File: config.mk
export PLATFORM = sky130hd
export DESIGN_NAME = alu_arbiter_flat
export DESIGN_NICKNAME = d
export VERILOG_FILES = /design/src/rtl/alu_arbiter_if.sv /design/src/rtl/alu_arbiter.sv /design/src/flat_wrapper.sv
export SDC_FILE = /design/constraint.sdc
export NUM_CORES = 1
export LEC_CHECK = 0
export BUFFER_PORTS_ARGS = -buffer_cell sky130_fd_sc_hd__buf_4
export CAP_MARGIN = 5
export CORE_ASPECT_RATIO = 1.25
export CORE_MARGIN = 10
export CORE_UTILIZATION = 49
export DETAILED_ROUTE_END_ITERATION = 10
export PLACE_DENSITY = 0.95
export SYNTH_ARGS = -nofsm -noshare
export SYNTH_HDL_FRONTEND = slang
export SYNTH_SLANG_ARGS = --single-unit
File: constraint.sdc
create_clock -name clk -period 4.73 [get_ports clk]
set_clock_uncertainty 0.15 [all_clocks]
set_input_delay 0.2365 -clock clk [delete_from_list [all_inputs] [get_ports clk]]
set_output_delay 0.2365 -clock clk [all_outputs]
set_load 0.05 [all_outputs]
File: src/rtl/alu_arbiter_if.sv
// Requester, result and shared-ALU signals of the ALU arbiter, grouped into one bundle.
// The slave modport is the arbiter; the master modport is the requester/ALU side.
interface alu_arbiter_if #(
    parameter int WIDTH = 32
);
    logic             r0_valid;
    logic             r1_valid;
    logic [2:0]       r0_op;
    logic [2:0]       r1_op;
    logic [WIDTH-1:0] r0_a;
    logic [WIDTH-1:0] r0_b;
    logic [WIDTH-1:0] r1_a;
    logic [WIDTH-1:0] r1_b;
    logic             r0_ready;
    logic             r1_ready;
    logic             r0_done;
    logic             r1_done;
    logic [WIDTH-1:0] result;
    logic [3:0]       flags;
    logic             err;
    logic             busy;
    logic [WIDTH-1:0] alu_a;
    logic [WIDTH-1:0] alu_b;
    logic [2:0]       alu_ctrl;
    logic [WIDTH-1:0] alu_result;
    logic [3:0]       alu_flags;

    modport slave (
        input  r0_valid, r1_valid, r0_op, r1_op, r0_a, r0_b, r1_a, r1_b,
        input  alu_result, alu_flags,
        output r0_ready, r1_ready, r0_done, r1_done, result, flags, err, busy,
        output alu_a, alu_b, alu_ctrl
    );

    modport master (
        output r0_valid, r1_valid, r0_op, r1_op, r0_a, r0_b, r1_a, r1_b,
        output alu_result, alu_flags,
        input  r0_ready, r1_ready, r0_done, r1_done, result, flags, err, busy,
        input  alu_a, alu_b, alu_ctrl
    );
endinterface

File: src/rtl/alu_arbiter.sv
// Two-requester arbiter in front of one shared ALU: IDLE grants/latches, EXEC drives the ALU.
// Define ALU_ARB_RR_EN for round-robin arbitration; otherwise r0 has fixed priority.
module alu_arbiter #(
    parameter int WIDTH = 32
) (
    input  logic         clk,
    input  logic         reset,
    alu_arbiter_if.slave bus
);
    typedef enum logic {
        IDLE = 1'b0,
        EXEC = 1'b1
    } state_t;

    localparam logic [2:0] OP_MUL = 3'b100;

    state_t           state_q, state_d;
    logic [2:0]       op_q, op_d;
    logic [WIDTH-1:0] a_q, a_d;
    logic [WIDTH-1:0] b_q, b_d;
    logic             id_q, id_d;
    logic [WIDTH-1:0] result_q, result_d;
    logic [3:0]       flags_q, flags_d;
    logic             err_q, err_d;
    logic             done0_q, done0_d;
    logic             done1_q, done1_d;
    logic             grant0, grant1;
    logic             accept;
    logic             illegal;
    logic             exec_ok;
`ifdef ALU_ARB_RR_EN
    logic             rr_q, rr_d;
`endif

    // rr_q set means r1 gets the next contested grant
    always_comb begin
`ifdef ALU_ARB_RR_EN
        grant0 = bus.r0_valid & (~bus.r1_valid | ~rr_q);
        grant1 = bus.r1_valid & (~bus.r0_valid | rr_q);
`else
        grant0 = bus.r0_valid;
        grant1 = bus.r1_valid & ~bus.r0_valid;
`endif
    end

    assign bus.r0_ready = (state_q == IDLE) & grant0;
    assign bus.r1_ready = (state_q == IDLE) & grant1;
    assign accept       = bus.r0_ready | bus.r1_ready;
    assign illegal      = (op_q > OP_MUL);
    assign exec_ok      = (state_q == EXEC) & ~illegal;

    assign bus.alu_a    = exec_ok ? a_q : '0;
    assign bus.alu_b    = exec_ok ? b_q : '0;
    assign bus.alu_ctrl = exec_ok ? op_q : 3'b000;
    assign bus.result   = result_q;
    assign bus.flags    = flags_q;
    assign bus.err      = err_q;
    assign bus.r0_done  = done0_q;
    assign bus.r1_done  = done1_q;
    assign bus.busy     = (state_q == EXEC);

    always_comb begin
        state_d  = state_q;
        op_d     = op_q;
        a_d      = a_q;
        b_d      = b_q;
        id_d     = id_q;
        result_d = result_q;
        flags_d  = flags_q;
        err_d    = 1'b0;
        done0_d  = 1'b0;
        done1_d  = 1'b0;
`ifdef ALU_ARB_RR_EN
        rr_d     = rr_q;
`endif
        case (state_q)
            IDLE: begin
                if (accept) begin
                    state_d = EXEC;
                    id_d    = bus.r1_ready;
                    op_d    = bus.r1_ready ? bus.r1_op : bus.r0_op;
                    a_d     = bus.r1_ready ? bus.r1_a  : bus.r0_a;
                    b_d     = bus.r1_ready ? bus.r1_b  : bus.r0_b;
`ifdef ALU_ARB_RR_EN
                    rr_d    = bus.r0_ready;
`endif
                end
            end
            EXEC: begin
                state_d  = IDLE;
                done0_d  = ~id_q;
                done1_d  = id_q;
                err_d    = illegal;
                result_d = illegal ? '0 : bus.alu_result;
                flags_d  = illegal ? 4'b0000 : bus.alu_flags;
            end
            default: state_d = IDLE;
        endcase
    end

    always_ff @(posedge clk or posedge reset) begin
        if (reset) begin
            state_q  <= IDLE;
            op_q     <= 3'b000;
            a_q      <= '0;
            b_q      <= '0;
            id_q     <= 1'b0;
            result_q <= '0;
            flags_q  <= 4'b0000;
            err_q    <= 1'b0;
            done0_q  <= 1'b0;
            done1_q  <= 1'b0;
`ifdef ALU_ARB_RR_EN
            rr_q     <= 1'b0;
`endif
        end else begin
            state_q  <= state_d;
            op_q     <= op_d;
            a_q      <= a_d;
            b_q      <= b_d;
            id_q     <= id_d;
            result_q <= result_d;
            flags_q  <= flags_d;
            err_q    <= err_d;
            done0_q  <= done0_d;
            done1_q  <= done1_d;
`ifdef ALU_ARB_RR_EN
            rr_q     <= rr_d;
`endif
        end
    end
endmodule

File: src/flat_wrapper.sv
// flat-port wrapper written by rule: the top's interface ports become plain ports
module alu_arbiter_flat 
#(
    parameter int WIDTH = 32
)
  (clk, reset, bus_r0_valid, bus_r1_valid, bus_r0_op, bus_r1_op, bus_r0_a, bus_r0_b, bus_r1_a, bus_r1_b, bus_alu_result, bus_alu_flags, bus_r0_ready, bus_r1_ready, bus_r0_done, bus_r1_done, bus_result, bus_flags, bus_err, bus_busy, bus_alu_a, bus_alu_b, bus_alu_ctrl);
  alu_arbiter_if #(.WIDTH(WIDTH)) bus_i ();
  input  logic clk;
  input  logic reset;
  input wire logic [$bits(bus_i.r0_valid)-1:0] bus_r0_valid;
  input wire logic [$bits(bus_i.r1_valid)-1:0] bus_r1_valid;
  input wire logic [$bits(bus_i.r0_op)-1:0] bus_r0_op;
  input wire logic [$bits(bus_i.r1_op)-1:0] bus_r1_op;
  input wire logic [$bits(bus_i.r0_a)-1:0] bus_r0_a;
  input wire logic [$bits(bus_i.r0_b)-1:0] bus_r0_b;
  input wire logic [$bits(bus_i.r1_a)-1:0] bus_r1_a;
  input wire logic [$bits(bus_i.r1_b)-1:0] bus_r1_b;
  input wire logic [$bits(bus_i.alu_result)-1:0] bus_alu_result;
  input wire logic [$bits(bus_i.alu_flags)-1:0] bus_alu_flags;
  output wire logic [$bits(bus_i.r0_ready)-1:0] bus_r0_ready;
  output wire logic [$bits(bus_i.r1_ready)-1:0] bus_r1_ready;
  output wire logic [$bits(bus_i.r0_done)-1:0] bus_r0_done;
  output wire logic [$bits(bus_i.r1_done)-1:0] bus_r1_done;
  output wire logic [$bits(bus_i.result)-1:0] bus_result;
  output wire logic [$bits(bus_i.flags)-1:0] bus_flags;
  output wire logic [$bits(bus_i.err)-1:0] bus_err;
  output wire logic [$bits(bus_i.busy)-1:0] bus_busy;
  output wire logic [$bits(bus_i.alu_a)-1:0] bus_alu_a;
  output wire logic [$bits(bus_i.alu_b)-1:0] bus_alu_b;
  output wire logic [$bits(bus_i.alu_ctrl)-1:0] bus_alu_ctrl;
  assign bus_i.r0_valid = bus_r0_valid;
  assign bus_i.r1_valid = bus_r1_valid;
  assign bus_i.r0_op = bus_r0_op;
  assign bus_i.r1_op = bus_r1_op;
  assign bus_i.r0_a = bus_r0_a;
  assign bus_i.r0_b = bus_r0_b;
  assign bus_i.r1_a = bus_r1_a;
  assign bus_i.r1_b = bus_r1_b;
  assign bus_i.alu_result = bus_alu_result;
  assign bus_i.alu_flags = bus_alu_flags;
  assign bus_r0_ready = bus_i.r0_ready;
  assign bus_r1_ready = bus_i.r1_ready;
  assign bus_r0_done = bus_i.r0_done;
  assign bus_r1_done = bus_i.r1_done;
  assign bus_result = bus_i.result;
  assign bus_flags = bus_i.flags;
  assign bus_err = bus_i.err;
  assign bus_busy = bus_i.busy;
  assign bus_alu_a = bus_i.alu_a;
  assign bus_alu_b = bus_i.alu_b;
  assign bus_alu_ctrl = bus_i.alu_ctrl;
  alu_arbiter #(.WIDTH(WIDTH)) u_core (.clk(clk), .reset(reset), .bus(bus_i));
endmodule
==> results of run 1 <==
registers in the layout (all words and copies together) (netlist names):
signal              flops
u_core.b_q             32
u_core.bus.r1_done      1
u_core.bus.err          1
u_core.a_q             32
u_core.bus.flags        4
u_core.op_q             3
u_core.bus.busy         1
u_core.bus.result      32
u_core.bus.r0_done      1
u_core.id_q             1
layout make-up:
| class | count | share of cell area, % |
|---|---|---|
| Clock inverter | 3 | 0.561 |
| Tap cell | 132 | 2.00 |
| Clock buffer | 13 | 3.03 |
| Sequential cell | 108 | 32.8 |
| Multi-Input combinational cell | 353 | 26.7 |
| Inverter | 39 | 1.81 |
| Timing Repair Buffer | 344 | 33.0 |
power groups by stage:
| stage | registers [mW] | clock network, mW | logic, mW |
|---|---|---|---|
| 2_1_floorplan | 1.44 | 0 | 0.739 |
| 3_3_place_gp | 1.21 | 0 | 1.41 |
| 3_5_place_dp | 1.22 | 0 | 1.43 |
| 4_1_cts | 1.21 | 0.766 | 1.47 |
| 5_1_grt | 1.24 | 0.805 | 1.57 |
| 6_report | 1.22 | 0.763 | 1.49 |
repair_timing:
| action | in CTS | in global routing |
|---|---|---|
| endpoints found under the hold margin | 118 | 0 |
| hold buffers | 57 | 0 |
| setup endpoints to repair | 0 | 0 |
per-stage QoR:
| stage | cell area [um^2] | hold slack (ns) | power, mW | std cells | util (%) |
|---|---|---|---|---|---|
| floorplan | 5390 | 0.233 | 2.18 | 555 | - |
| global placement | 7380 | 0.283 | 2.62 | 919 | 69.2 |
| detailed placement | 7380 | 0.287 | 2.65 | 919 | 69.2 |
| CTS | 8250 | 0.000251 | 3.44 | 992 | 77.3 |
| global route | 8250 | 0.0122 | 3.61 | 992 | 77.3 |
| finish | 8250 | 0.00301 | 3.47 | 992 | 77.3 |
cells in the mapped netlist (all sizes together):
library cell  instances  area share [%]
a21oi                 3            0.28
and2                  1            0.12
and3                 64             7.4
buf                  35             5.2
clkbuf               20             1.4
dfrtp               108              50
inv                  39             2.7
nand2                 1           0.070
nand2b                2            0.37
nand3                36             3.3
nor2                135             9.4
nor3                  1           0.093
nor3b                 3            0.42
o21ai                37             3.5
o21ba                 1            0.30
o22ai                 1            0.12
o32ai                67              15
or2                   1            0.12
path summary, 6_finish.rpt:
kind | cells past startpoint | slack, ns | to | startpoint
setup / recovery | 4 | 1.69 | bus_alu_ctrl[1] | u_core.bus.busy
hold / removal | 3 | 0.003 | u_core.bus.result[28] | bus_alu_result[28]
setup reg to reg | 4 | 2.17 | u_core.a_q[0] | u_core.bus.busy
hold reg to reg | 1 | 0.30 | u_core.bus.r0_done | u_core.id_q
max in group asynchronous | 4 | 2.89 | u_core.a_q[18] | reset
min in group asynchronous | 3 | 0.47 | u_core.bus.result[3] | reset
kinds of logic after synthesis:
group	count (synthesis)
AOI/OAI and AO/OA	109
buffers and inverters	94
DFF	108
and+or+nand+nor	244
worst max-delay path, stage by stage, from the launching register on:
cell and delay [ns]:
dfrtp_4 0.67, buf_4 0.70, inv_1 0.27, nor3b_1 0.38
buf_4 0.27
per-layer routing:
layer	vias to the layer above	GRT usage (%)	wire length (um)
met1	2655	25.7	7210
met5	-	0	0
li1	2534	-	-
met2	315	45.1	10900
met4	0	11.5	772
met3	51	7.48	1930
==> results.toml, run 1 <==
[layout]
diodes = 0
fin_nets = 1029
area_growth_pct = 52.9
final_common_cell = "buf_4"
final_cell_mix = "287 x buf_4, 135 x nor2_1, 107 x dfrtp_1"
drive_gt1_share_pct = 39.2
multi_input_area_um2 = 2200
seq_area_um2 = 2710
fill_cells = 645

[routing]
vias = 5555
drc = 0
ant_nets = 0
viasPerCell = 5.60
first_pass_iters = 7
wl_mm = 20.8
dr.first_iter.drc_count = 415
wl_per_cell_um = 21.0

[pwr]
p_sw_mw = 1.45
comb_power_share_pct = 42.9
seqPwrFrac_pct = 35.1
switching_share_pct = 41.9
p_leak_nw = 4.03
p_int_mw = 2.01
clock_power_share_pct = 22.0
p_per_area_nw_per_um2 = 421
ir_drop_uv = 201

[yosys]
synthCells = 555
synth_xor_area_share_pct = 0
yosys-mux-area-fraction_pct = 0
syn_avg_cell_area_um2 = 9.72
seq_area_frac_synth_pct = 50.1
synth.distinct_cells = 23
synth_seq_cells = 108
syn_area_um2 = 5390
syn-num-nets = 729
synth-simple-area-share_pct = 21.3
yosysWarnings = 0
synth_compound_area_share_pct = 19.3
synth_top_family_by_area = "simple AND/OR/NAND/NOR gates"
synthAdderAreaFrac_pct = 0

[clock_tree]
clock_sinks = 108
postCtsSetupRepairBufs = 0
cts_tree = "yes"
clock_latency_ns = 0.34
numCtsBuffers = 9
cts_resized = 0
clk_pin_slew_worst_paths_ns = 0.07
cts-root-buf = "clkbuf_16"
h-tree-depth = 3
clockBufferDepth = 2

[critical_path]
start_kind = "flip-flop"
critPathRequiredTime_ns = 4.34
crit_path_end_kind = "output port"
critical_path_class = "flip-flop to output port"
crit_fanout = 78
cp_data_arrival_time_ns = 2.66

[die]
num_rows = 42
start_util_pct = 50.6
core_area_um2 = 10700
die_area_um2 = 15600
ioPinCount = 283
dieHeight_um = 137
die_x_um = 114

[global_route]
grt_first_pass_wirelength_mm = 31.0
gr-total-overflow = 0
grt.total_usage_pct = 24.9
antenna_found_initial = 0
first_global_vias = 5756
grt_max_degree = 92

[placed_design]
detailedPlace.worstSlack_ns = 2.05
place_congestion = 0.788
io_buffers = 282
dp_hpwl_mm = 13.4

[timing]
fin_ws_ns = 1.69
hold_viol = 0
max_freq_mhz = 329
rsz0062_at_grt = "false"
finalSetupViolCount = 0
period_needed_ns = 3.04
timing.final.crit_share_pct = 64.3
worstMarginPinSlew_ns = 0.956
slew_violations = 0
tns_ns = 0
relSlewSlack_pct = 36.3

[outcome]
outcome = "complete, no violations"

[hold_path]
min-delay-path-class = "primary input to flip-flop"

[run]
maxCapViolations = 0
(Power assumes the default switching activity.)
==> inputs of run 2 (changes only) <==
CORE_UTILIZATION = 41   (was 49)
PLACE_DENSITY = 0.86   (was 0.95)
clock period = 2.5 ns   (was 4.73 ns; I/O delays follow)
==> results.toml, run 2 (same netlist as run 1, synthesis figures left out) <==
[timing]
relSlewSlack_pct = 41.0
tns_ns = 0
hold_viol = 0
period_needed_ns = 2.39
rsz0062_at_grt = "false"
worstMarginPinSlew_ns = 0.885
max_freq_mhz = 418
slew_violations = 0
finalSetupViolCount = 0
hold_slack_ns = 0.0188
timing.final.crit_share_pct = 95.7

[routing]
dr.first_iter.drc_count = 535
ant_nets = 0
vias = 6249
wl_per_cell_um = 20.6
viasPerCell = 5.42
first_pass_iters = 5
drc = 0
wl_mm = 23.7

[global_route]
grt_first_pass_wirelength_mm = 35.9
grt_max_degree = 116
grt.total_usage_pct = 24.8
antenna_found_initial = 3
gr-total-overflow = 0
first_global_vias = 6663

[placed_design]
io_buffers = 282
dp_hpwl_mm = 14.1
place_congestion = 0.817

[pwr]
ir_drop_uv = 491
clock_power_share_pct = 20.3
p_per_area_nw_per_um2 = 707
switching_share_pct = 42.4
p_sw_mw = 2.87
p_leak_nw = 4.66
seqPwrFrac_pct = 33.9
p_int_mw = 3.89
power_mw = 6.75
comb_power_share_pct = 45.8

[die]
die_x_um = 123
ioPinCount = 283
start_util_pct = 42.2
dieHeight_um = 148
die_area_um2 = 18200
core_area_um2 = 12800
num_rows = 46

[clock_tree]
h-tree-depth = 3
numCtsBuffers = 9
clock_latency_ns = 0.34
clock_sinks = 108
clockBufferDepth = 2
clk_pin_slew_worst_paths_ns = 0.08
cts_resized = 0
cts_tree = "yes"
cts-root-buf = "clkbuf_16"

[critical_path]
critPathSlowestCell = "dlygate4sd3_1"
worst-path-buf-inv = 2
cp_data_arrival_time_ns = 2.47
cpPeakStageDelay_ns = 0.63
critical_path_class = "flip-flop to flip-flop"
crit_chain = "nand2b_4 > buf_4 > o32ai_1 > dlygate4sd3_1 > nor2_1"
crit_path_end_kind = "flip-flop"
cpLargestDelayFamily = "buffers and inverters"
crit_fanout = 38
critPathRequiredTime_ns = 2.57
start_kind = "flip-flop"

[run]
maxCapViolations = 0

[outcome]
outcome = "complete, no violations"

[layout]
final_common_cell = "buf_4"
area_growth_pct = 77.2
fill_cells = 779
final_cell_mix = "292 x buf_4, 169 x dlygate4sd3_1, 135 x nor2_1"
fin_nets = 1152
drive_gt1_share_pct = 35.8

[hold_path]
min-delay-path-class = "primary input to flip-flop"
==> run 2: cell types whose count changed in the layout (fill, tap and decap cells not counted), sizes merged, moves of 2 or more <==
| cell | change |
|---|---|
| clkbuf | -4 |
| dlygate4sd3 | +112 |
| buf | +10 |
| clkinvlp | +3 |
| diode | +2 |
==> run 2: final cells by class <==
class | instances | area, um^2 | share of cell area (%)
tap | 168 | 210 | 2.20
timing repair buffer | 466 | 3980 | 41.7
clock inverter | 7 | 60.1 | 0.628
antenna | 2 | 5.00 | 0.0524
sequential | 108 | 2710 | 28.3
clock buffer | 9 | 225 | 2.36
multi-input combinational | 354 | 2220 | 23.2
inverter | 39 | 150 | 1.57
==> run 2: metrics by stage <==
step           setup slack, ns  instance area, um^2  std cells  util [%]
4_1_cts                  0.121                 9550       1150      74.7
3_5_place_dp             0.689                 7570        965      59.2
3_3_place_gp             0.727                 7570        965      59.2
2_1_floorplan          0.00992                 5400        555         -
6_report                 0.108                 9560       1153      74.8
5_1_grt                 0.0196                 9560       1153      74.8
==> run 2: per-layer routing <==
| metal | track usage [%] | vias up | wire, um |
|---|---|---|---|
| met1 | 26.2 | 2993 | 8250 |
| met3 | 6.14 | 89 | 1970 |
| met4 | 13.9 | 2 | 1180 |
| met2 | 43.7 | 381 | 12300 |
| li1 | - | 2784 | - |
| met5 | 0 | - | 13 |
==> run 2: worst paths after layout <==
| path | start | slack (ns) | end | cells past startpoint |
|---|---|---|---|---|
| worst max-delay path | u_core.bus.busy | 0.11 | u_core.b_q[8] | 5 |
| worst min-delay path | bus_r0_a[31] | 0.02 | u_core.a_q[31] | 3 |
| worst max register to register | u_core.bus.busy | 0.11 | u_core.b_q[8] | 5 |
| worst min register to register | u_core.id_q | 0.33 | u_core.bus.r0_done | 1 |
| max in group asynchronous | reset | 1.24 | u_core.bus.busy | 4 |
| min in group asynchronous | reset | 0.30 | u_core.bus.err | 3 |
==> run 2: timing repair <==
| action | 4_1_cts | 5_1_grt |
|---|---|---|
| hold buffers | 169 | 0 |
| hold endpoints to repair | 132 | 0 |
| setup buffers | 0 | 0 |
| setup endpoints to repair | 0 | 5 |
==> run 2: power groups by stage <==
stage | sequential, mW | clock [mW] | combinational (mW)
2_1_floorplan | 2.72 | 0 | 1.40
3_3_place_gp | 2.29 | 0 | 2.71
3_5_place_dp | 2.31 | 0 | 2.76
4_1_cts | 2.27 | 1.40 | 3.03
5_1_grt | 2.32 | 1.46 | 3.27
6_report | 2.29 | 1.37 | 3.09
==> run 2: tightest hold or removal path, delay by kind of cell <==
| kind | cells | cell delay [ns] |
|---|---|---|
| AO/OA/AOI/OAI | 1 | 0.10 |
| buffers and inverters | 1 | 0.09 |
| AND/OR/NAND/NOR | 1 | 0.15 |
==> inputs of run 3 (changes only) <==
PLACE_DENSITY = 0.84   (was 0.86)
==> results.toml, run 3 (same netlist as run 1, synthesis figures left out) <==
[critical_path]
critPathRequiredTime_ns = 2.58
critical_path_class = "flip-flop to flip-flop"
r2r_end = "u_core.b_q[8]"
ff2ff_setup_slack_ns = 0.15
cp_data_arrival_time_ns = 2.43
crit_chain = "nand2b_4 > buf_12 > o32ai_1 > dlygate4sd3_1 > nor2_1"
crit_fanout = 36
crit_path_end_kind = "flip-flop"
critPathSlowestCell = "dlygate4sd3_1"
start_kind = "flip-flop"
cpPeakStageDelay_ns = 0.61
r2r_cells = 5
reg2reg_from = "u_core.bus.busy"

[global_route]
grt_max_degree = 109
gr-total-overflow = 0
first_global_vias = 6614
antenna_found_initial = 3
grt.total_usage_pct = 24.3
grt_first_pass_wirelength_mm = 35.3

[layout]
final_common_cell = "buf_4"
drive_gt1_share_pct = 35.2
fin_nets = 1148
postLayoutCoreUtil_pct = 74.7
final_cell_mix = "287 x buf_4, 171 x dlygate4sd3_1, 135 x nor2_1"
fin_area_um2 = 9550
area_growth_pct = 77.0

[pwr]
ir_drop_uv = 388
power_mw = 6.81
p_per_area_nw_per_um2 = 714
p_leak_nw = 4.66

[hold_path]
min-delay-path-class = "primary input to flip-flop"
hold_depth = 3
min_from = "bus_r1_a[31]"
hold-path-endpoint = "u_core.a_q[31]"

[timing]
tns_ns = 0
period_needed_ns = 2.35
finalSetupViolCount = 0
worstMarginPinSlew_ns = 0.799
slew_violations = 0
rsz0062_at_grt = "false"
relSlewSlack_pct = 46.8
hold_slack_ns = -0.00880
timing.final.crit_share_pct = 93.9
max_freq_mhz = 426
hold_viol = 1

[routing]
drc = 0
viasPerCell = 5.28
vias = 6070
first_pass_iters = 5
dr.first_iter.drc_count = 404
wl_mm = 22.8
ant_nets = 0
wl_per_cell_um = 19.9

[clock_tree]
h-tree-depth = 3
clock_latency_ns = 0.33
clockBufferDepth = 2
cts_resized = 0
numCtsBuffers = 9
clk_pin_slew_worst_paths_ns = 0.07
cts-root-buf = "clkbuf_16"
clock_sinks = 108
cts_tree = "yes"

[outcome]
violations = "negative hold slack"
outcome = "finished with violations"

[die]
die_x_um = 123
num_rows = 46
die_area_um2 = 18200
start_util_pct = 42.2
dieHeight_um = 148
core_area_um2 = 12800
ioPinCount = 283

[placed_design]
place_area_um2 = 7530
dp_hpwl_mm = 13.3
io_buffers = 282
place_congestion = 0.806

[run]
maxCapViolations = 0
run 3: cell types whose count changed in the layout (fill, tap and decap cells not counted), moves of 2 or more:
cell | previous run | this run
dlygate4sd3_1 | 169 | 171
clkinvlp_4 | 4 | 1
inv_6 | 1 | 3
buf_4 | 292 | 287
run 3: cell type report:
type                            instances  area (um^2)
Timing Repair Buffer                  463         3970
Antenna cell                            3         7.51
Inverter                               39          150
Sequential cell                       108         2710
Fill cell                             807         3230
Clock inverter                          6         70.1
Multi-Input combinational cell        353         2210
Tap cell                              168          210
Clock buffer                           10          229
run 3: power breakdown:
group	switching [mW]	internal, mW
Clock	0.656	0.790
Sequential	0.210	2.08
Combinational	1.96	1.11
run 3: how the worst max path moves through the flow:
| stage | start | end | cells past startpoint |
|---|---|---|---|
| 6_report | u_core.bus.busy | u_core.b_q[8] | 5 |
| 5_1_grt | u_core.bus.busy | u_core.b_q[17] | 5 |
| 2_1_floorplan | u_core.bus.busy | bus_alu_ctrl[2] | 5 |
| 3_5_place_dp | u_core.bus.busy | bus_alu_a[29] | 3 |
| 3_3_place_gp | u_core.bus.busy | bus_alu_a[27] | 3 |
| 4_1_cts | u_core.bus.busy | u_core.a_q[18] | 5 |
run 3: metrics by stage:
stage | cells | worst slack, ns
finish | 1150 | 0.152
global route | 1150 | 0.0637
CTS | 1147 | 0.233
detailed placement | 960 | 0.660
global placement | 960 | 0.711
floorplan | 555 | 0.00992
run 3: routing by layer:
layer | track usage [%] | wire length [um]
met5 | 0 | 0
met4 | 11.0 | 918
met3 | 7.92 | 2030
met2 | 41.9 | 11800
met1 | 26.4 | 8100
run 3: repair_timing:
item,CTS,global route
setup buffers,0,0
endpoints found under the hold margin,212,0
hold buffers,171,0
run 3: worst max-delay path: cells and delay by family (launching register included):
| family | cells | cell delay, ns |
|---|---|---|
| DFF | 1 | 0.51 |
| buffers and inverters | 2 | 0.93 |
| and+or+nand+nor | 2 | 0.43 |
| AOI/OAI and AO/OA | 1 | 0.21 |
